## config.mk

```make
export PLATFORM = sky130hd
export DESIGN_NAME = sha256_job_arbiter_flat
export DESIGN_NICKNAME = d
export VERILOG_FILES = /design/src/rtl/sha256_job_arbiter_if.sv /design/src/rtl/sha256_job_arbiter.sv /design/src/flat_wrapper.sv
export SDC_FILE = /design/constraint.sdc
export NUM_CORES = 1
export LEC_CHECK = 0
export ABC_AREA = 1
export ABC_CLOCK_PERIOD_IN_PS = 2100
export CAP_MARGIN = 20
export CORE_MARGIN = 3
export CORE_UTILIZATION = 38
export DETAILED_ROUTE_END_ITERATION = 16
export PLACE_DENSITY = 0.81
export SETUP_SLACK_MARGIN = 0.02
export SLEW_MARGIN = 20
export SYNTH_ARGS = -nofsm -noshare
export SYNTH_HDL_FRONTEND = slang
export SYNTH_SLANG_ARGS = --single-unit
```

## constraint.sdc

```tcl
create_clock -name clk -period 2.1 [get_ports clk]
set_input_delay 0.42 -clock clk [delete_from_list [all_inputs] [get_ports clk]]
set_output_delay 0.42 -clock clk [all_outputs]
set_load 0.05 [all_outputs]
```

## src/rtl/sha256_job_arbiter_if.sv

```systemverilog
// Requester fabric, hash engine and digest return signals of the SHA-256 job arbiter.
// The arbiter uses the slave view; the environment driving it uses the master view.
interface sha256_job_arbiter_if #(
    parameter int unsigned NREQ = 4,
    parameter int unsigned IDW  = 2
);
    logic [NREQ-1:0]    req_valid;
    logic [NREQ-1:0]    req_last;
    logic [32*NREQ-1:0] req_data;
    logic [NREQ-1:0]    req_ready;

    logic               core_ready;
    logic               core_start;
    logic               core_first;
    logic               core_last;
    logic               core_wvalid;
    logic [31:0]        core_wdata;
    logic               core_dvalid;
    logic [31:0]        core_ddata;

    logic               dig_valid;
    logic [31:0]        dig_data;
    logic [IDW-1:0]     dig_id;
    logic               busy;

    modport master (
        output req_valid, req_last, req_data, core_ready, core_dvalid, core_ddata,
        input  req_ready, core_start, core_first, core_last, core_wvalid, core_wdata,
        input  dig_valid, dig_data, dig_id, busy
    );

    modport slave (
        input  req_valid, req_last, req_data, core_ready, core_dvalid, core_ddata,
        output req_ready, core_start, core_first, core_last, core_wvalid, core_wdata,
        output dig_valid, dig_data, dig_id, busy
    );
endinterface

```

## src/rtl/sha256_job_arbiter.sv

```systemverilog
// Round-robin arbiter sharing one SHA-256 engine among NREQ requesters; a grant is held
// for a whole multi-block message and released after the 8-word digest has been returned.
module sha256_job_arbiter #(
    parameter int unsigned NREQ = 4,
    parameter int unsigned IDW  = 2
) (
    input logic                 clk,
    input logic                 reset,
    sha256_job_arbiter_if.slave bus
);
    typedef enum logic [1:0] {StIdle, StLoad, StWait, StDrain} state_e;

    state_e         state;
    logic [IDW-1:0] rr_ptr;
    logic [IDW-1:0] grant;
    logic [3:0]     wcnt;
    logic [2:0]     dcnt;
    logic           first_flag;
    logic           blk_last;

    logic           any_req;
    logic [IDW-1:0] pick;
    logic           accept;
    logic [31:0]    lane;

    // Returns {found, index} of the first valid requester at or after ptr, wrapping.
    function automatic logic [IDW:0] rr_pick(input logic [NREQ-1:0] valid,
                                             input logic [IDW-1:0]  ptr);
        logic [IDW:0] res;
        int           idx;
        res = '0;
        for (int i = int'(NREQ) - 1; i >= 0; i--) begin
            idx = int'(ptr) + i;
            if (idx >= int'(NREQ)) idx = idx - int'(NREQ);
            if (valid[idx]) res = {1'b1, IDW'(idx)};
        end
        return res;
    endfunction

    assign {any_req, pick} = rr_pick(bus.req_valid, rr_ptr);

    // The first word of a block also needs the engine to be ready for a new block.
    assign accept = (state == StLoad) && bus.req_valid[grant] &&
                    ((wcnt != 4'd0) || bus.core_ready);
    assign lane   = bus.req_data[32*int'(grant) +: 32];

    always_comb begin
        bus.req_ready = '0;
        if (accept) bus.req_ready[grant] = 1'b1;
    end

    assign bus.busy = (state != StIdle);

    always_ff @(posedge clk) begin
        if (reset) begin
            state           <= StIdle;
            rr_ptr          <= '0;
            grant           <= '0;
            wcnt            <= '0;
            dcnt            <= '0;
            first_flag      <= 1'b0;
            blk_last        <= 1'b0;
            bus.core_start  <= 1'b0;
            bus.core_first  <= 1'b0;
            bus.core_last   <= 1'b0;
            bus.core_wvalid <= 1'b0;
            bus.core_wdata  <= '0;
            bus.dig_valid   <= 1'b0;
            bus.dig_data    <= '0;
            bus.dig_id      <= '0;
        end else begin
            bus.core_start  <= 1'b0;
            bus.core_first  <= 1'b0;
            bus.core_last   <= 1'b0;
            bus.core_wvalid <= 1'b0;
            bus.dig_valid   <= 1'b0;
            unique case (state)
                StIdle: begin
                    if (bus.core_ready && any_req) begin
                        grant      <= pick;
                        rr_ptr     <= (pick == IDW'(NREQ - 1)) ? '0 : pick + IDW'(1);
                        first_flag <= 1'b1;
                        state      <= StLoad;
                    end
                end
                StLoad: begin
                    if (accept) begin
                        bus.core_wvalid <= 1'b1;
                        bus.core_wdata  <= lane;
                        wcnt            <= wcnt + 4'd1;
                        if (wcnt == 4'd0) begin
                            bus.core_start <= 1'b1;
                            bus.core_first <= first_flag;
                            bus.core_last  <= bus.req_last[grant];
                            blk_last       <= bus.req_last[grant];
                            first_flag     <= 1'b0;
                        end
                        if (wcnt == 4'd15) state <= blk_last ? StDrain : StWait;
                    end
                end
                StWait: begin
                    if (bus.core_ready) state <= StLoad;
                end
                StDrain: begin
                    if (bus.core_dvalid) begin
                        bus.dig_valid <= 1'b1;
                        bus.dig_data  <= bus.core_ddata;
                        bus.dig_id    <= grant;
                        dcnt          <= dcnt + 3'd1;
                        if (dcnt == 3'd7) state <= StIdle;
                    end
                end
                default: state <= StIdle;
            endcase
        end
    end
endmodule

```

## src/flat_wrapper.sv

```systemverilog
// flat-port wrapper written by rule: the top's interface ports become plain ports
module sha256_job_arbiter_flat 
#(
    parameter int unsigned NREQ = 4,
    parameter int unsigned IDW  = 2
)
  (clk, reset, bus_req_valid, bus_req_last, bus_req_data, bus_core_ready, bus_core_dvalid, bus_core_ddata, bus_req_ready, bus_core_start, bus_core_first, bus_core_last, bus_core_wvalid, bus_core_wdata, bus_dig_valid, bus_dig_data, bus_dig_id, bus_busy);
  sha256_job_arbiter_if #(.NREQ(NREQ), .IDW(IDW)) bus_i ();
  input logic clk;
  input logic reset;
  input wire logic [$bits(bus_i.req_valid)-1:0] bus_req_valid;
  input wire logic [$bits(bus_i.req_last)-1:0] bus_req_last;
  input wire logic [$bits(bus_i.req_data)-1:0] bus_req_data;
  input wire logic [$bits(bus_i.core_ready)-1:0] bus_core_ready;
  input wire logic [$bits(bus_i.core_dvalid)-1:0] bus_core_dvalid;
  input wire logic [$bits(bus_i.core_ddata)-1:0] bus_core_ddata;
  output wire logic [$bits(bus_i.req_ready)-1:0] bus_req_ready;
  output wire logic [$bits(bus_i.core_start)-1:0] bus_core_start;
  output wire logic [$bits(bus_i.core_first)-1:0] bus_core_first;
  output wire logic [$bits(bus_i.core_last)-1:0] bus_core_last;
  output wire logic [$bits(bus_i.core_wvalid)-1:0] bus_core_wvalid;
  output wire logic [$bits(bus_i.core_wdata)-1:0] bus_core_wdata;
  output wire logic [$bits(bus_i.dig_valid)-1:0] bus_dig_valid;
  output wire logic [$bits(bus_i.dig_data)-1:0] bus_dig_data;
  output wire logic [$bits(bus_i.dig_id)-1:0] bus_dig_id;
  output wire logic [$bits(bus_i.busy)-1:0] bus_busy;
  assign bus_i.req_valid = bus_req_valid;
  assign bus_i.req_last = bus_req_last;
  assign bus_i.req_data = bus_req_data;
  assign bus_i.core_ready = bus_core_ready;
  assign bus_i.core_dvalid = bus_core_dvalid;
  assign bus_i.core_ddata = bus_core_ddata;
  assign bus_req_ready = bus_i.req_ready;
  assign bus_core_start = bus_i.core_start;
  assign bus_core_first = bus_i.core_first;
  assign bus_core_last = bus_i.core_last;
  assign bus_core_wvalid = bus_i.core_wvalid;
  assign bus_core_wdata = bus_i.core_wdata;
  assign bus_dig_valid = bus_i.dig_valid;
  assign bus_dig_data = bus_i.dig_data;
  assign bus_dig_id = bus_i.dig_id;
  assign bus_busy = bus_i.busy;
  sha256_job_arbiter #(.NREQ(NREQ), .IDW(IDW)) u_core (.clk(clk), .reset(reset), .bus(bus_i));
endmodule
```

==> run metrics, run 1 <==
vias in the first global route 5015; synthesized area about 0.0042 mm^2; Syn Inst Count between 600 and 700; DRT Pass-1 Iters 7; post-synthesis sequential area ratio 0.4099; final clock skew ~0.015 ns; WL per Instance 15.96 um; Port-buffer cells about 250; Nets approximately 1000; Worst Setup End Kind output pin; cts-stage hold buffer count 0; multi-input logic area 0.002136 mm^2; Post-Synth Simple-Gate Area 0.2580; Worst-Skew Late Latency about 0.36 ns; grt ovf 0; Synth Area in Compound Gates 0.2109; DRT Wirelength about 16 mm; WP data required between 1.5 and 2 ns; RePlAce Congestion roughly 0.92; Final Cell Area around 0.0073 mm^2; gr usage total 0.2501; register area 0.001732 mm^2; fmax between 0.4 and 0.5 GHz; I/O pin cnt approximately 250; residual DRC count 0; Adder-Cell Fraction of Synth Area 0.01192; Yosys warnings 0; Die Area 0.01235 mm^2; CTS HTree Levels 3; DP HPWL between 10 and 15 mm; mux cell area share after synthesis 0; Clk pin slew, worst setup/hold paths 0.10 ns; Final setup viols 0; reg2reg setup slack 0.12 ns; Post-DP Area between 0.006 and 0.007 mm^2; post-synthesis xor/xnor area fraction 0.004170; initial core utilization 0.3979; r2r worst-path depth 14; status finished, final reports clean; minimum clock period 2.065 ns; Syn Nets 780; initial antenna violation count 0; maximum clock path buffer count 2; WP data arrival 1.64 ns; relative slew slack 0.6241; CTS tree built; Synth Register Bits 86; CTS buffer count 9; Die Y around 110 um; max-cap violations 0; worst hold margin roughly 0.45 ns; main combinational cell family by area after synthesis simple AND/OR/NAND/NOR gates; slew at the pin closest to its max-slew limit roughly 0.56 ns; Vias/cell slightly above 5; TritonCTS Sinks 86; largest net degree at the start of global routing between 40 and 50; Core Box Area 0.01056 mm^2; placed insts slightly below 1000; # rows 37; Fin. Hold Viols 0; RSZ-0062 raised after global routing true; global-route wire length before repair 25.27 mm; CP startpoint kind register; DR iter-0 viols ~360; die width roughly 110 um; clk root buf clkbuf_8; Netlist cell types 27; cell count of the worst hold path 2; total power ~6300 uW; crit path kind register to output pin; layout cells sized above 1 0.1120; area grow syn2layout 74.26%; remaining antenna violation count 0; CP Max Fanout 5; VDD IR max 595.5 uV; Avg Cell Area, Syn around 7 um^2; n_diodes 0; Layout fillers between 800 and 900; DR vias 5149; worst hold path type register to register; Tcrit/Tclk final 0.9831; Max Slew Vio Count 0; pwr dens approximately 860 mW/mm^2; Setup TNS 0 ns; post-route insts no fill 1002; P_leak 0.002831 uW
[per-layer routing]
metal	GRT usage	up-vias	wire, um
met5	0	-	0
met4	0.1030	0	551
met3	0.09552	34	1592
met2	0.4256	244	7844
met1	0.2808	2344	6006
li1	-	2527	-
[repair_timing]
action | in CTS | in global routing
setup endpoints to repair | 4 | 6
resized for setup | 26 | 12
setup buffers | 14 | 4
pin swaps | 7 | 7
[sequential cells by signal, indices dropped and copies added (netlist names), 2 cells and up]
register	flops
u_core.grant	2
u_core.rr_ptr	2
u_core.dcnt	3
u_core.state	2
u_core.wcnt	4
u_core.bus.dig_data	32
u_core.bus.core_wdata	32
u_core.bus.dig_id	2
[worst max-delay path, cell delays in order (launching register included)]
cell	delay, ns
dfxtp_4	0.41
buf_6	0.11
nand2_4	0.05
o22ai_4	0.10
nor2_2	0.07
inv_2	0.07
nand3_4	0.14
nor2_4	0.16
buf_12	0.15
[stage by stage]
step	utilization	worst slack (ns)
after global routing	0.6935	-0.04685
after detailed placement	0.6539	-0.1287
after global placement	0.6539	-0.04777
final	0.6935	0.03542
after CTS	0.6872	0.02658
after floorplan	-	-0.03309
[cell usage after synthesis (all sizes together)]
cell | n | area (um^2)
buf | 32 | 171.4
dfxtp | 86 | 1722
a22o | 1 | 8.760
a211oi | 1 | 7.510
xor2 | 2 | 17.52
nand4 | 2 | 12.51
inv | 62 | 232.7
nand2 | 138 | 520.5
nor2 | 26 | 115.1
clkbuf | 10 | 37.54
nor3 | 1 | 5.000
a21oi | 80 | 400.4
nand3 | 83 | 430.4
a22oi | 32 | 240.2
o22ai | 2 | 18.77
ha | 4 | 50.05
o21ai | 42 | 210.2
[placed cells by master (no fill, tap or decap), drive strengths merged, types with 9 or more instances in the layout]
cell	instances
a21oi	80
a22oi	32
buf	47
clkbuf	9
clkdlybuf4s50	237
dfxtp	86
inv	64
nand2	138
nand3	83
nor2	26
o21ai	42
[where the power goes]
group | leakage, uW | switching [uW] | internal [uW]
combinational | 0.00204 | 1910 | 1300
sequential | 0.000699 | 178 | 1860
clock | 0.0000902 | 636 | 442
[worst paths after layout]
| path | from | to |
|---|---|---|
| setup / recovery | u_core.grant[0] | bus_req_ready[0] |
| hold / removal | u_core.bus.core_wdata[30] | u_core.bus.core_wdata[30] |
| setup reg to reg | u_core.grant[0] | u_core.blk_last |
| hold reg to reg | u_core.bus.core_wdata[30] | u_core.bus.core_wdata[30] |
[cell families (layout without fill, tap and decap cells)]
kind of cell | after synthesis | count (layout)
AO/OA/AOI/OAI | 158 | 158
flip-flops | 86 | 86
XOR/XNOR | 2 | 2
buffers and inverters | 104 | 366
adder cells (fa/ha/maj) | 4 | 4
AND/OR/NAND/NOR | 250 | 250
[cell type report]
class / instances / share of cell area
Clock buffer: 9 / 0.01692
Inverter: 62 / 0.03248
Timing Repair Buffer: 288 / 0.3913
Sequential cell: 86 / 0.2366
Clock inverter: 7 / 0.007692
Multi-Input combinational cell: 414 / 0.2918
Tap cell: 136 / 0.02325
Power figures use the tool's default switching activity.
==> inputs of run 2 (changes only) <==
Settings changed: GPL_ROUTABILITY_DRIVEN from default to 0.
==> run 2 against run 1 <==
  * Clock-buffer cell count is the same
  * Via count shrank 1.8%
  * Fmax grew 2.5%
  * First-iteration DRC count grew 3.3%
  * Non-clock buffer count shrank 12
  * Clock power grew 9%
  * Clock skew shrank 0.0014 ns
  * Critical path depth shrank 1
  * Power shrank 0.38%
  * Worst setup slack gained 0.050 ns
  * Sequential cell count is the same
  * Largest power group unchanged
==> run metrics, run 2 (same netlist as run 1, synthesis figures left out) <==
status finished, final reports clean; Pint 3639 uW (+1.2%); minimum clock period 2.015 ns (-0.04965 ns); fmax 0.4963 GHz (+2.5%); Worst-Skew Late Latency 0.35 ns (about the same); CTS HTree Levels 3 (unchanged); Worst Setup End Kind output pin; global-route wire length before repair 24.56 mm (-2.8%); DRT Pass-1 Iters 5 (-2); Switch Pwr 2657 uW (-2.5%); Die Y 111.1 um (unchanged); vias in the first global route 4954 (-1.2%); Core Box Area 0.01056 mm^2 (unchanged); clock share of power 0.187 (+0.016); initial antenna violation count 0 (unchanged); WP data required 1.68 ns (about the same); pwr dens 869.0 mW/mm^2 (+0.66%); CTS tree built; Tcrit/Tclk final 0.9595 (-0.02364); GR peak layer met2; residual DRC count 0 (unchanged); initial core utilization 0.3979 (unchanged); DRT Wirelength 15.49 mm (-3.1%); gr usage total 0.2405 (-0.009667); clk root buf clkbuf_8; WP data arrival 1.59 ns (-0.05 ns); n_diodes 0 (unchanged); Largest regs u_core.bus.core_wdata x32, u_core.bus.dig_data x32, u_core.wcnt x4; die width 111.1 um (unchanged); crit path from u_core.grant[0]; TritonCTS Sinks 86 (unchanged); WL per Instance 15.65 um (-2.0%); HP Start u_core.bus.core_wdata[25]; CP Max Fanout 5 (unchanged); RSZ-0062 raised after global routing true; maximum clock path buffer count 2 (unchanged); P_leak 0.002783 uW (-1.7%); worst hold path type register to register; slew at the pin closest to its max-slew limit 0.5649 ns (+0.002830 ns); final clock skew 0.01375 ns (-0.001442 ns); VDD IR max 426.7 uV (-28%); DR iter-0 viols 374 (+3.3%); largest net degree at the start of global routing 44 (unchanged); CP startpoint kind register; DR vias 5054 (-1.8%); CTS buffer count 9 (unchanged); grt ovf 0 (unchanged); met1 global-route usage 0.2699 (-0.01094); area grow syn2layout 72.48%; Nets 1025 (-1.2%); Fin. Hold Viols 0 (unchanged); most common cell after layout, fill and taps aside clkdlybuf4s50_1; Layout Utilization 0.6863 (-0.007113); reg-to-reg startpoint u_core.grant[0]; relative slew slack 0.6222 (-0.001892); met3 GRT Util 0.08188 (-0.01365); switch share 0.4220 (-0.008998); Clk pin slew, worst setup/hold paths 0.10 ns (about the same); most frequent cells in the layout 237 x clkdlybuf4s50_1, 133 x nand2_1, 82 x dfxtp_1, 80 x a21oi_1, 79 x nand3_1; Die Area 0.01235 mm^2 (unchanged); cell count of the worst hold path 2 (unchanged); GRT met2 Usage 0.4248 (-0.0008091); Final setup viols 0 (unchanged); Layout fillers 868 (+2.1%); DP HPWL 11.88 mm (-0.91%); layout cells sized above 1 0.1042 (-0.007794); I/O pin cnt 248 (unchanged); Setup TNS 0 ns (unchanged); Port-buffer cells 247 (unchanged); Gate power share 0.490 (-0.017); # rows 37 (unchanged); Seq pwr share 0.322 (about the same); Vias/cell 5.105 (-0.66%); r2r worst-path depth 10 (-4); Max Slew Vio Count 0 (unchanged); max-cap violations 0 (unchanged); crit path kind register to output pin; remaining antenna violation count 0 (unchanged)
[run 2: what timing repair did]
action / in CTS / in global routing
setup buffers: 4 / 6
hold buffers: 0 / 0
setup endpoints to repair: 4 / 4
gates cloned: 0 / 0
resized for setup: 27 / 10
pin swaps: 6 / 7
[run 2: worst paths after layout]
check                                                 end  slack (ns)
worst max-delay path                     bus_req_ready[0]        0.09
worst min-delay path            u_core.bus.core_wdata[25]        0.45
worst max register to register   u_core.bus.core_wdata[8]        0.27
worst min register to register  u_core.bus.core_wdata[25]        0.45
[run 2: layer usage]
layer  share of wire  vias to the layer above  wire length [um]
met4           0.025                        0               384
met3           0.091                       26              1416
li1                -                     2499                 -
met2            0.51                      216              7825
met1            0.38                     2313              5864
met5               0                        -                 0
[run 2: critical path, stage by stage, from the launching register on]
cell	delay (ns)
dfxtp_4	0.40
nand2_2	0.11
o22ai_2	0.16
nor2_2	0.06
inv_2	0.08
nand3_4	0.13
nor2_4	0.16
buf_12	0.14
[run 2: power by group through the flow]
stage / Sequential (uW) / Clock, uW / Combinational [uW]
floorplan: 2540 / 0 / 1360
global placement: 2030 / 0 / 2860
detailed placement: 2040 / 0 / 2930
CTS: 2020 / 1220 / 3010
global route: 2050 / 1300 / 3340
finish: 2030 / 1180 / 3090
[run 2: cell type report]
type / count / area (um^2) / area share
clock buffer: 9 / 123.9 / 0.01710
sequential: 86 / 1732 / 0.2390
inverter: 62 / 235.2 / 0.03247
multi-input combinational: 414 / 2128 / 0.2938
timing repair buffer: 276 / 2774 / 0.3829
clock inverter: 7 / 81.33 / 0.01123
tap: 136 / 170.2 / 0.02349
[run 2: per-stage QoR]
step	setup WS [ns]	hold slack [ns]	cells	power (uW)	area [um^2]
final	0.08507	0.4480	990	6295	7244
after global routing	-0.009532	0.4643	990	6692	7244
after CTS	0.03133	0.4491	984	6251	7169
after detailed placement	-0.1132	0.4292	964	4969	6872
after global placement	-0.03143	0.4294	964	4890	6872
after floorplan	-0.03309	0.4084	604	3898	4210
==> inputs of run 3 (changes only) <==
Settings changed: ABC_CLOCK_PERIOD_IN_PS 2100 to 2300.
Clock period 2.1 ns to 2.3 ns, I/O delays scaled along.
==> run 3 against run 2 <==
  * Core utilization decreased by 1.8 points
  * First-iteration DRC count rose by 5.9%
  * Clock-buffer cell count up 1
  * Non-clock buffer count fell by 16
  * Sequential power down 9%
  * Final cell count down 1.6%
  * Power fell by 12%
  * Clock power is 14% lower
  * Register-to-register slack better by 0.05 ns
  * Critical path depth rose by 1
  * Worst setup slack lost 0.0091 ns
  * Sequential cell count did not move
  * Largest cell class unchanged
  * Largest power group unchanged
==> run metrics, run 3 (same netlist as run 1, synthesis figures left out) <==
residual DRC count 0 (unchanged); # rows 37 (unchanged); global-route wire length before repair 23.96 mm (-2.5%); clock share of power 0.183 (-0.004); final clock skew 0.01385 ns (+0.0001028 ns); Nets 1009 (-1.6%); relative slew slack 0.5894 (-0.03283); I/O pin cnt 248 (unchanged); Port-buffer cells 247 (unchanged); Layout Utilization 0.6684 (-0.01790); Core Box Area 0.01056 mm^2 (unchanged); P_leak 0.002690 uW (-3.3%); crit path kind primary input to output pin; CP endpoint bus_req_ready[3]; most frequent cells in the layout 241 x clkdlybuf4s50_1, 136 x nand2_1, 83 x dfxtp_1, 80 x a21oi_1, 79 x nand3_1; DR iter-0 viols 396 (+5.9%); Tcrit/Tclk final 0.9670; Max Slew Vio Count 0 (unchanged); Switch Pwr 2407 uW (-9.4%); initial core utilization 0.3979 (unchanged); crit path from bus_req_valid[2]; CTS HTree Levels 3 (unchanged); Final setup viols 0 (unchanged); n_diodes 0 (unchanged); largest net degree at the start of global routing 65 (+48%); post-route insts no fill 974 (-1.6%); r2r worst-path depth 10 (unchanged); DRT Wirelength 15.12 mm (-2.4%); Largest regs u_core.bus.core_wdata x32, u_core.bus.dig_data x32, u_core.wcnt x4; remaining antenna violation count 0 (unchanged); WL per Instance 15.52 um (-0.80%); Pint 3162 uW (-13%); maximum clock path buffer count 2 (unchanged); max-cap violations 0 (unchanged); layout cells sized above 1 0.07041 (-0.03381); CP Max Fanout 5 (unchanged); pwr dens 789.3 mW/mm^2 (-9.2%); clk root buf clkbuf_8; DR vias 4972 (-1.6%); die width 111.1 um (unchanged); total power 5569 uW (-12%); reg2reg setup slack 0.32 ns (+0.05 ns); status finished, final reports clean; Clk pin slew, worst setup/hold paths 0.08 ns (-0.02 ns); area grow syn2layout 67.98%; Fin. Hold Viols 0 (unchanged); reg-to-reg startpoint u_core.wcnt[0]; WP data arrival 1.76 ns (+0.17 ns); worst hold margin 0.4481 ns (+0.0001270 ns); placed insts 956 (-0.83%); DP HPWL 11.42 mm (-3.8%); vias in the first global route 4858 (-1.9%); DRT Pass-1 Iters 5 (unchanged); CTS buffer count 9 (unchanged); CP startpoint kind primary input; Die Area 0.01235 mm^2 (unchanged); Crit Reg-Reg Endpoint u_core.bus.core_wdata[3]; most common cell after layout, fill and taps aside clkdlybuf4s50_1; Worst-Skew Late Latency 0.35 ns (about the same); minimum clock period 2.224 ns; Setup TNS 0 ns (unchanged); RSZ-0062 raised after global routing true; grt ovf 0 (unchanged); Die Y 111.1 um (unchanged); VDD IR max 384.3 uV (-9.9%); WP data required 1.84 ns (+0.16 ns); TritonCTS Sinks 86 (unchanged); Seq pwr share 0.330 (+0.008); Worst Setup End Kind output pin; fmax approximately 0.45 GHz; switch share 0.4323 (+0.01028); gr usage total 0.2332 (-0.007314); Vias/cell 5.105 (about the same); initial antenna violation count 0 (unchanged); slew at the pin closest to its max-slew limit 0.6152 ns (+0.05034 ns); Gate power share 0.487 (-0.003); worst hold path type register to register; Layout fillers 870 (+0.23%); CTS tree built
run 3: cell count changes in the layout (fill, tap and decap cells not counted), moves of 2 or more:
| cell | previous run | this run |
|---|---|---|
| clkdlybuf4s50_1 | 237 | 241 |
| inv_2 | 11 | 5 |
| nor2_2 | 3 | 5 |
| dfxtp_4 | 2 | 0 |
| buf_4 | 27 | 11 |
| nor2_4 | 7 | 5 |
| buf_12 | 8 | 5 |
| nand2_2 | 5 | 2 |
| inv_1 | 50 | 57 |
| dlygate4sd2_1 | 3 | 0 |
| nand2_1 | 133 | 136 |
run 3: layout make-up:
class | count | area, um^2 | share of cell area
multi-input cells | 414 | 2091 | 0.2963
well taps | 136 | 170.2 | 0.02412
inverters | 62 | 232.7 | 0.03298
clock inverters | 6 | 51.30 | 0.007271
clock buffers | 10 | 137.6 | 0.01951
flip-flops and latches | 86 | 1725 | 0.2445
repair buffers | 260 | 2648 | 0.3752
run 3: how the worst min path moves through the flow:
stage | from | end | slack, ns | cells past startpoint
floorplan | u_core.first_flag | u_core.bus.core_first | 0.41 | 2
global placement | u_core.first_flag | u_core.bus.core_first | 0.43 | 2
detailed placement | u_core.bus.core_wdata[4] | u_core.bus.core_wdata[4] | 0.44 | 2
CTS | u_core.bus.core_wdata[4] | u_core.bus.core_wdata[4] | 0.45 | 2
global route | u_core.bus.core_wdata[5] | u_core.bus.core_wdata[5] | 0.47 | 2
finish | u_core.bus.core_wdata[4] | u_core.bus.core_wdata[4] | 0.45 | 2
run 3: worst max-delay path, cell delays in order:
cell             delay, ns
clkdlybuf4s50_1       0.48
inv_1                 0.06
o22ai_2               0.17
nor2_2                0.07
inv_2                 0.07
nand3_4               0.13
nor2_4                0.17
buf_12                0.14
run 3: per-stage QoR:
stage / setup WS [ns] / area (um^2)
detailed placement: 0.03880 / 6769
finish: 0.07597 / 7056
CTS: 0.03531 / 7000
global route: 0.003998 / 7056
floorplan: -0.08674 / 4200
global placement: 0.07400 / 6769
run 3: repair_timing:
action / CTS / global route
hold endpoints to repair: 0 / 0
endpoints found under the setup margin: 4 / 5
setup buffers: 0 / 1
resized for setup: 10 / 10
pin swaps: 0 / 1
hold buffers: 0 / 0
run 3: layer usage:
metal | up-vias | track usage | share of wire
li1 | 2462 | - | -
met4 | 0 | 0.06164 | 0.020
met2 | 240 | 0.4179 | 0.49
met3 | 26 | 0.07424 | 0.095
met1 | 2244 | 0.2675 | 0.39
met5 | - | 0 | 0
run 3: power groups by stage:
stage,logic [uW],clock network (uW),registers (uW)
floorplan,1230,0,2320
global placement,2550,0,1850
detailed placement,2610,0,1860
CTS,2660,1050,1830
global route,2950,1110,1870
finish,2710,1020,1840
